--- config.mk ---
export PLATFORM = sky130hd
export DESIGN_NAME = if_fetch_unit
export DESIGN_NICKNAME = d
export VERILOG_FILES = /design/src/rtl/cpu_pkg.sv /design/src/rtl/if_pc_gen.sv /design/src/rtl/if_fetch_unit.sv
export SDC_FILE = /design/constraint.sdc
export NUM_CORES = 1
export LEC_CHECK = 0
export ABC_AREA = 1
export CAP_MARGIN = 15
export CORE_MARGIN = 3
export CORE_UTILIZATION = 45
export CTS_BUF_LIST = sky130_fd_sc_hd__clkbuf_4 sky130_fd_sc_hd__clkbuf_8
export DETAILED_ROUTE_END_ITERATION = 8
export GPL_TIMING_DRIVEN = 0
export MAX_ROUTING_LAYER = met4
export PLACE_DENSITY = 0.84
export SLEW_MARGIN = 0
export SYNTH_ARGS = -nofsm -noshare
export SYNTH_HDL_FRONTEND = slang
export SYNTH_SLANG_ARGS = --single-unit
export TNS_END_PERCENT = 30
--- constraint.sdc ---
create_clock -name clk -period 3.27 [get_ports clk]
set_input_delay 0.654 -clock clk [delete_from_list [all_inputs] [get_ports clk]]
set_output_delay 0.654 -clock clk [all_outputs]
set_load 0.03 [all_outputs]
--- src/rtl/cpu_pkg.sv ---
// Shared CPU definitions: IMEM geometry, NOP encoding, fetch FSM states
// and a saturating counter helper used by the optional fetch counters.
package cpu_pkg;

    localparam int unsigned IMEM_ADDR_W = 14;
    localparam int unsigned INSTR_W     = 32;
    localparam logic [INSTR_W-1:0] NOP_INSTR = 32'h0000_0013;

    typedef enum logic [1:0] {
        BOOT = 2'd0,
        RUN  = 2'd1,
        HOLD = 2'd2
    } fetch_state_t;

    // Increment that sticks at all-ones instead of wrapping.
    function automatic logic [31:0] sat_inc(input logic [31:0] v);
        return (v == 32'hFFFF_FFFF) ? v : v + 32'd1;
    endfunction

endpackage

--- src/rtl/if_pc_gen.sv ---
// PC generator for the fetch stage. Holds the next fetch address (pc) and
// the address of the read currently in flight (req_addr). A load redirects
// both; an advance moves pc into req_addr and steps pc. Load wins.
module if_pc_gen
    import cpu_pkg::*;
#(
    parameter int unsigned       ADDR_W   = IMEM_ADDR_W,
    parameter logic [ADDR_W-1:0] RESET_PC = '0
) (
    input  logic              clk,
    input  logic              rst_n,
    input  logic              advance_i,
    input  logic              load_i,
    input  logic [ADDR_W-1:0] load_addr_i,
    output logic [ADDR_W-1:0] pc_o,
    output logic [ADDR_W-1:0] req_addr_o
);

    logic [ADDR_W-1:0] pc_q, pc_d;
    logic [ADDR_W-1:0] req_addr_q, req_addr_d;

    // Next pc / in-flight address; the +1 wraps modulo 2^ADDR_W.
    always_comb begin
        pc_d       = pc_q;
        req_addr_d = req_addr_q;
        if (load_i) begin
            req_addr_d = load_addr_i;
            pc_d       = load_addr_i + ADDR_W'(1);
        end else if (advance_i) begin
            req_addr_d = pc_q;
            pc_d       = pc_q + ADDR_W'(1);
        end
    end

    // Address registers with synchronous active-low reset.
    always_ff @(posedge clk) begin
        if (!rst_n) begin
            pc_q       <= RESET_PC;
            req_addr_q <= '0;
        end else begin
            pc_q       <= pc_d;
            req_addr_q <= req_addr_d;
        end
    end

    assign pc_o       = pc_q;
    assign req_addr_o = req_addr_q;

endmodule

--- src/rtl/if_fetch_unit.sv ---
// Instruction-fetch stage feeding the IF/ID register.
// Drives a 1-cycle-latency synchronous IMEM. A stall parks the returning
// word in a skid register so the pipeline resumes without a bubble; a
// redirect squashes the current output and refetches at the target.
// Handshake: the output {instr_o, addr_o} is consumed on a posedge where
// valid_o=1 and stall_i=0; an unconsumed valid output is presented again
// unchanged next cycle unless redirect_i=1 (which always wins, even over
// stall_i). Optional build macro FETCH_PERF_EN adds saturating counters.
module if_fetch_unit #(
    parameter int unsigned                       ADDR_W    = cpu_pkg::IMEM_ADDR_W,
    parameter logic [ADDR_W-1:0]                 RESET_PC  = '0,
    parameter logic [cpu_pkg::INSTR_W-1:0]       NOP_INSTR = cpu_pkg::NOP_INSTR
) (
    input  logic                          clk,
    input  logic                          rst_n,
    input  logic                          stall_i,
    input  logic                          redirect_i,
    input  logic [ADDR_W-1:0]             redirect_addr_i,
    output logic                          imem_en_o,
    output logic [ADDR_W-1:0]             imem_addr_o,
    input  logic [cpu_pkg::INSTR_W-1:0]   imem_rdata_i,
    output logic [cpu_pkg::INSTR_W-1:0]   instr_o,
    output logic [ADDR_W-1:0]             addr_o,
    output logic                          valid_o,
`ifdef FETCH_PERF_EN
    output logic [31:0]                   perf_fetch_o,
    output logic [31:0]                   perf_stall_o,
    output logic [31:0]                   perf_redirect_o,
`endif
    output cpu_pkg::fetch_state_t         state_o
);

    import cpu_pkg::*;

    fetch_state_t         state_q, state_d;
    logic [INSTR_W-1:0]   skid_instr_q, skid_instr_d;
    logic [ADDR_W-1:0]    skid_addr_q, skid_addr_d;

    logic                 advance;
    logic                 load;
    logic [ADDR_W-1:0]    pc;
    logic [ADDR_W-1:0]    req_addr;

    logic                 imem_en;
    logic [ADDR_W-1:0]    imem_addr;
    logic                 valid;
    logic [INSTR_W-1:0]   instr;
    logic [ADDR_W-1:0]    addr;

    if_pc_gen #(
        .ADDR_W   (ADDR_W),
        .RESET_PC (RESET_PC)
    ) u_pc_gen (
        .clk         (clk),
        .rst_n       (rst_n),
        .advance_i   (advance),
        .load_i      (load),
        .load_addr_i (redirect_addr_i),
        .pc_o        (pc),
        .req_addr_o  (req_addr)
    );

    // Next-state, skid capture, IMEM request and output mux. Redirect has
    // top priority; reset forces every output quiet while rst_n is low.
    always_comb begin
        state_d      = state_q;
        skid_instr_d = skid_instr_q;
        skid_addr_d  = skid_addr_q;
        advance      = 1'b0;
        load         = 1'b0;
        imem_en      = 1'b0;
        imem_addr    = pc;
        valid        = 1'b0;
        instr        = NOP_INSTR;
        addr         = '0;

        if (redirect_i) begin
            load         = 1'b1;
            imem_en      = 1'b1;
            imem_addr    = redirect_addr_i;
            skid_instr_d = '0;
            skid_addr_d  = '0;
            state_d      = RUN;
        end else begin
            case (state_q)
                BOOT: begin
                    advance = 1'b1;
                    imem_en = 1'b1;
                    state_d = RUN;
                end
                RUN: begin
                    valid = 1'b1;
                    instr = imem_rdata_i;
                    addr  = req_addr;
                    if (stall_i) begin
                        // IMEM output will not be re-read; park it.
                        skid_instr_d = imem_rdata_i;
                        skid_addr_d  = req_addr;
                        state_d      = HOLD;
                    end else begin
                        advance = 1'b1;
                        imem_en = 1'b1;
                    end
                end
                HOLD: begin
                    valid = 1'b1;
                    instr = skid_instr_q;
                    addr  = skid_addr_q;
                    if (!stall_i) begin
                        // Skid is consumed now; the read issued this cycle
                        // supplies the next instruction with no gap.
                        advance = 1'b1;
                        imem_en = 1'b1;
                        state_d = RUN;
                    end
                end
                default: begin
                    state_d = BOOT;
                end
            endcase
        end

        if (!rst_n) begin
            advance = 1'b0;
            load    = 1'b0;
            imem_en = 1'b0;
            valid   = 1'b0;
            instr   = NOP_INSTR;
            addr    = '0;
        end
    end

    // FSM state and skid registers.
    always_ff @(posedge clk) begin
        if (!rst_n) begin
            state_q      <= BOOT;
            skid_instr_q <= '0;
            skid_addr_q  <= '0;
        end else begin
            state_q      <= state_d;
            skid_instr_q <= skid_instr_d;
            skid_addr_q  <= skid_addr_d;
        end
    end

    assign imem_en_o   = imem_en;
    assign imem_addr_o = imem_addr;
    assign valid_o     = valid;
    assign instr_o     = instr;
    assign addr_o      = addr;
    assign state_o     = state_q;

`ifdef FETCH_PERF_EN
    logic [31:0] perf_fetch_q, perf_fetch_d;
    logic [31:0] perf_stall_q, perf_stall_d;
    logic [31:0] perf_redirect_q, perf_redirect_d;

    // Saturating event counts: consumed instructions, stalled-valid
    // cycles, and redirects seen outside reset.
    always_comb begin
        perf_fetch_d    = perf_fetch_q;
        perf_stall_d    = perf_stall_q;
        perf_redirect_d = perf_redirect_q;
        if (valid && !stall_i) perf_fetch_d    = sat_inc(perf_fetch_q);
        if (valid && stall_i)  perf_stall_d    = sat_inc(perf_stall_q);
        if (redirect_i)        perf_redirect_d = sat_inc(perf_redirect_q);
    end

    // Counter registers, cleared by reset.
    always_ff @(posedge clk) begin
        if (!rst_n) begin
            perf_fetch_q    <= '0;
            perf_stall_q    <= '0;
            perf_redirect_q <= '0;
        end else begin
            perf_fetch_q    <= perf_fetch_d;
            perf_stall_q    <= perf_stall_d;
            perf_redirect_q <= perf_redirect_d;
        end
    end

    assign perf_fetch_o    = perf_fetch_q;
    assign perf_stall_o    = perf_stall_q;
    assign perf_redirect_o = perf_redirect_q;
`endif

endmodule

==> key figures <==
Worst setup path
  • Critical path's slowest cell: clkdlybuf4s50_1
  • Crit end category: primary output
  • CP required: 2.62 ns
  • Startpoint types: input pin
  • Crit-path cells: dlygate4sd2_1, buf_6, buf_4, inv_1, clkbuf_2, nand2_1, nand2_1, clkdlybuf4s50_1
  • Setup Crit Path Kind: input pin to primary output
  • Crit-path most repeated cell: nand2_1
  • CP max stage delay: 0.66 ns
  • CP Data Arrival Time: 2.53 ns
  • CP Max Fanout: 10

Route
  • Post-route ant nets: 0
  • # DRC: 0
  • DRT iter0 DRCs: 174
  • Final wirelength: 12600 microns
  • Avg Vias per Cell: 5.16
  • Via count: 4579
  • Drt wl/cell: 14.2 microns
  • DRT Pass-1 Iters: 4

Global routing
  • Vias in the first global route: 4336
  • Largest net degree at the start of global routing: 15
  • Gr ovfl total: 0
  • First-pass GRT wire length: 20600 microns
  • Initial antenna violation count: 0
  • GR Util All Layers: 0.256

Final layout
  • Most frequent cells in the layout: nand2_1, nor2_1, dfxtp_1
  • N_diodes: 0
  • Nets@finish: 830
  • Final core utilization: 0.629
  • Synthesis-to-finish area growth: 35.2%
  • Fillers: 846
  • Final instance area: 5510 sq um
  • Commonest non-fill, non-tap cell in the layout: nand2_1
  • Fraction of layout cells with a size suffix above 1: 0.0911

Outcome
  • Status: finished, final reports clean

Synth
  • Mapped Cells: 650
  • Syn Nets: 706
  • Cell area after synthesis: 4080 sq um
  • Top post-synthesis cells by area: dfxtp_1, nand2_1, nor2_1
  • Syn_area_per_cell: 6.27 sq um
  • Sequential cell area fraction in the yosys report: 0.373
  • Yosys top cell area share: 0.373
  • Area leader, netlist: dfxtp_1
  • Yosys reg bits: 76
  • Post-synth cell types: 26
  • Warnings from Yosys: 0

Run
  • Max-Cap Viols: 0

Timing
  • Rel. slew slack: 0.661
  • Period utilization: 0.975
  • Max-slew violation count: 0
  • Minimum clock period: 3.19 ns
  • Worst Tran Pin Value: 0.508 ns
  • Final-report hold violation count: 0
  • F_max: 314 MHz
  • Fin Setup TNS: 0 ns
  • RSZ-0062 raised after global routing: no
  • Clk_skew: 0.00659 ns
  • Setup violations, final: 0

Clock network
  • Clk sinks: 76
  • CTS root buf: clkbuf_8
  • Clock Path Buffers: 2
  • TritonCTS clock tree: done
  • H-tree depth: 3
  • Cts bufs inserted: 9
  • Worst-path clk slew: 0.08 ns
  • Clk_lat worst skew: 0.34 ns
  • CTS Hold Bufs: 0

Die
  • Total die area: 10200 sq um
  • Core area: 8760 sq um
  • Num ports: 114
  • Die height: 101 microns
  • Site row count: 34
  • Die W: 101 microns
  • Starting Density: 0.465

Pwr
  • Tot Pwr: 0.00250 W
  • Leakage: 2.38 nW
  • PD cells: 453 nW/um^2
  • VDD IR max: 0.251 mV

Placement
  • Detail Placement HPWL: 9550 microns
  • Port bufs: 113
  • DP Area: 5340 sq um
  • GP Congestion: 0.921

Worst hold path
  • Min-delay worst type: register to register
layout make-up:
class / instances / area (sq um) / share of cell area
sequential: 76 / 1520 / 0.276
inverter: 23 / 86.3 / 0.0157
clock inverter: 6 / 96.3 / 0.0175
tap: 108 / 135 / 0.0245
timing repair buffer: 113 / 1070 / 0.193
buffer: 43 / 211 / 0.0384
multi-input combinational: 508 / 2260 / 0.411
clock buffer: 10 / 131 / 0.0238
worst max-delay path: cells and delay by family:
family / cells / cell delay (ns)
simple gates: 2 / 0.15
buf+inv: 6 / 1.72
cell usage after synthesis:
library cell,count
dfxtp_1,76
nand2_2,8
nand3_1,23
buf_6,2
a31oi_1,1
nor2_2,2
inv_2,5
a21boi_2,1
o211ai_1,3
a221o_1,3
ha_1,6
a21oi_1,63
buf_2,13
o22ai_1,1
xor2_1,1
nor2_1,113
inv_1,18
nor2_4,2
clkbuf_2,1
buf_4,3
o21ai_0,67
nand3_2,2
nand4_1,3
nand3b_1,1
clkbuf_1,24
nand2_1,208
logic make-up after synthesis:
family	after synthesis	synth area share
flops	76	0.373
compound gates	139	0.178
buf+inv	66	0.0715
fa+ha+maj	6	0.0184
xor+xnor	1	0.00215
simple gates	362	0.356
worst paths after layout:
kind,startpoint,to,slack (ns),cells past startpoint
min,u_pc_gen.req_addr_o[5],u_pc_gen.req_addr_o[5],0.48,2
max reg2reg,state_o[0],u_pc_gen.pc_o[9],1.16,11
max,redirect_i,imem_addr_o[10],0.08,8
min reg2reg,u_pc_gen.req_addr_o[5],u_pc_gen.req_addr_o[5],0.48,2
registers in the layout, summed over array words and instances, names as in the netlist:
name / cells
skid_instr_q: 32
skid_addr_q: 14
u_pc_gen.pc_o: 14
u_pc_gen.req_addr_o: 14
state_o: 2
power by group:
group          internal, W  switching [W]  leakage [nW]  total [W]
logic             0.000227       0.000417          1.64   0.000644
clock network     0.000448       0.000375         0.112   0.000823
registers         0.000987      0.0000444         0.619    0.00103
total              0.00166       0.000836          2.38    0.00250
per-stage QoR:
stage	setup slack [ns]	std cells	hold WS, ns
2_1_floorplan	0.655	650	0.455
3_3_place_gp	-0.422	871	0.464
3_5_place_dp	-0.460	871	0.469
4_1_cts	-0.0181	887	0.482
5_1_grt	0.000197	887	0.509
6_report	0.0819	887	0.480
what timing repair did:
| item | 4_1_cts | 5_1_grt |
|---|---|---|
| setup endpoints to repair | 59 | 33 |
| pin swaps | 0 | 0 |
| buffers inserted | 0 | 0 |
| gates resized for setup | 61 | 37 |
routing by layer:
metal	part of all wire	vias up	routed length, microns	track usage
met5	0	-	0	-
met1	0.43	2050	5490	0.317
met3	0.070	17	886	0.0317
met2	0.48	173	6040	0.434
met4	0.016	0	203	0.0787
li1	-	2339	-	-
Power figures use the tool's default switching activity.
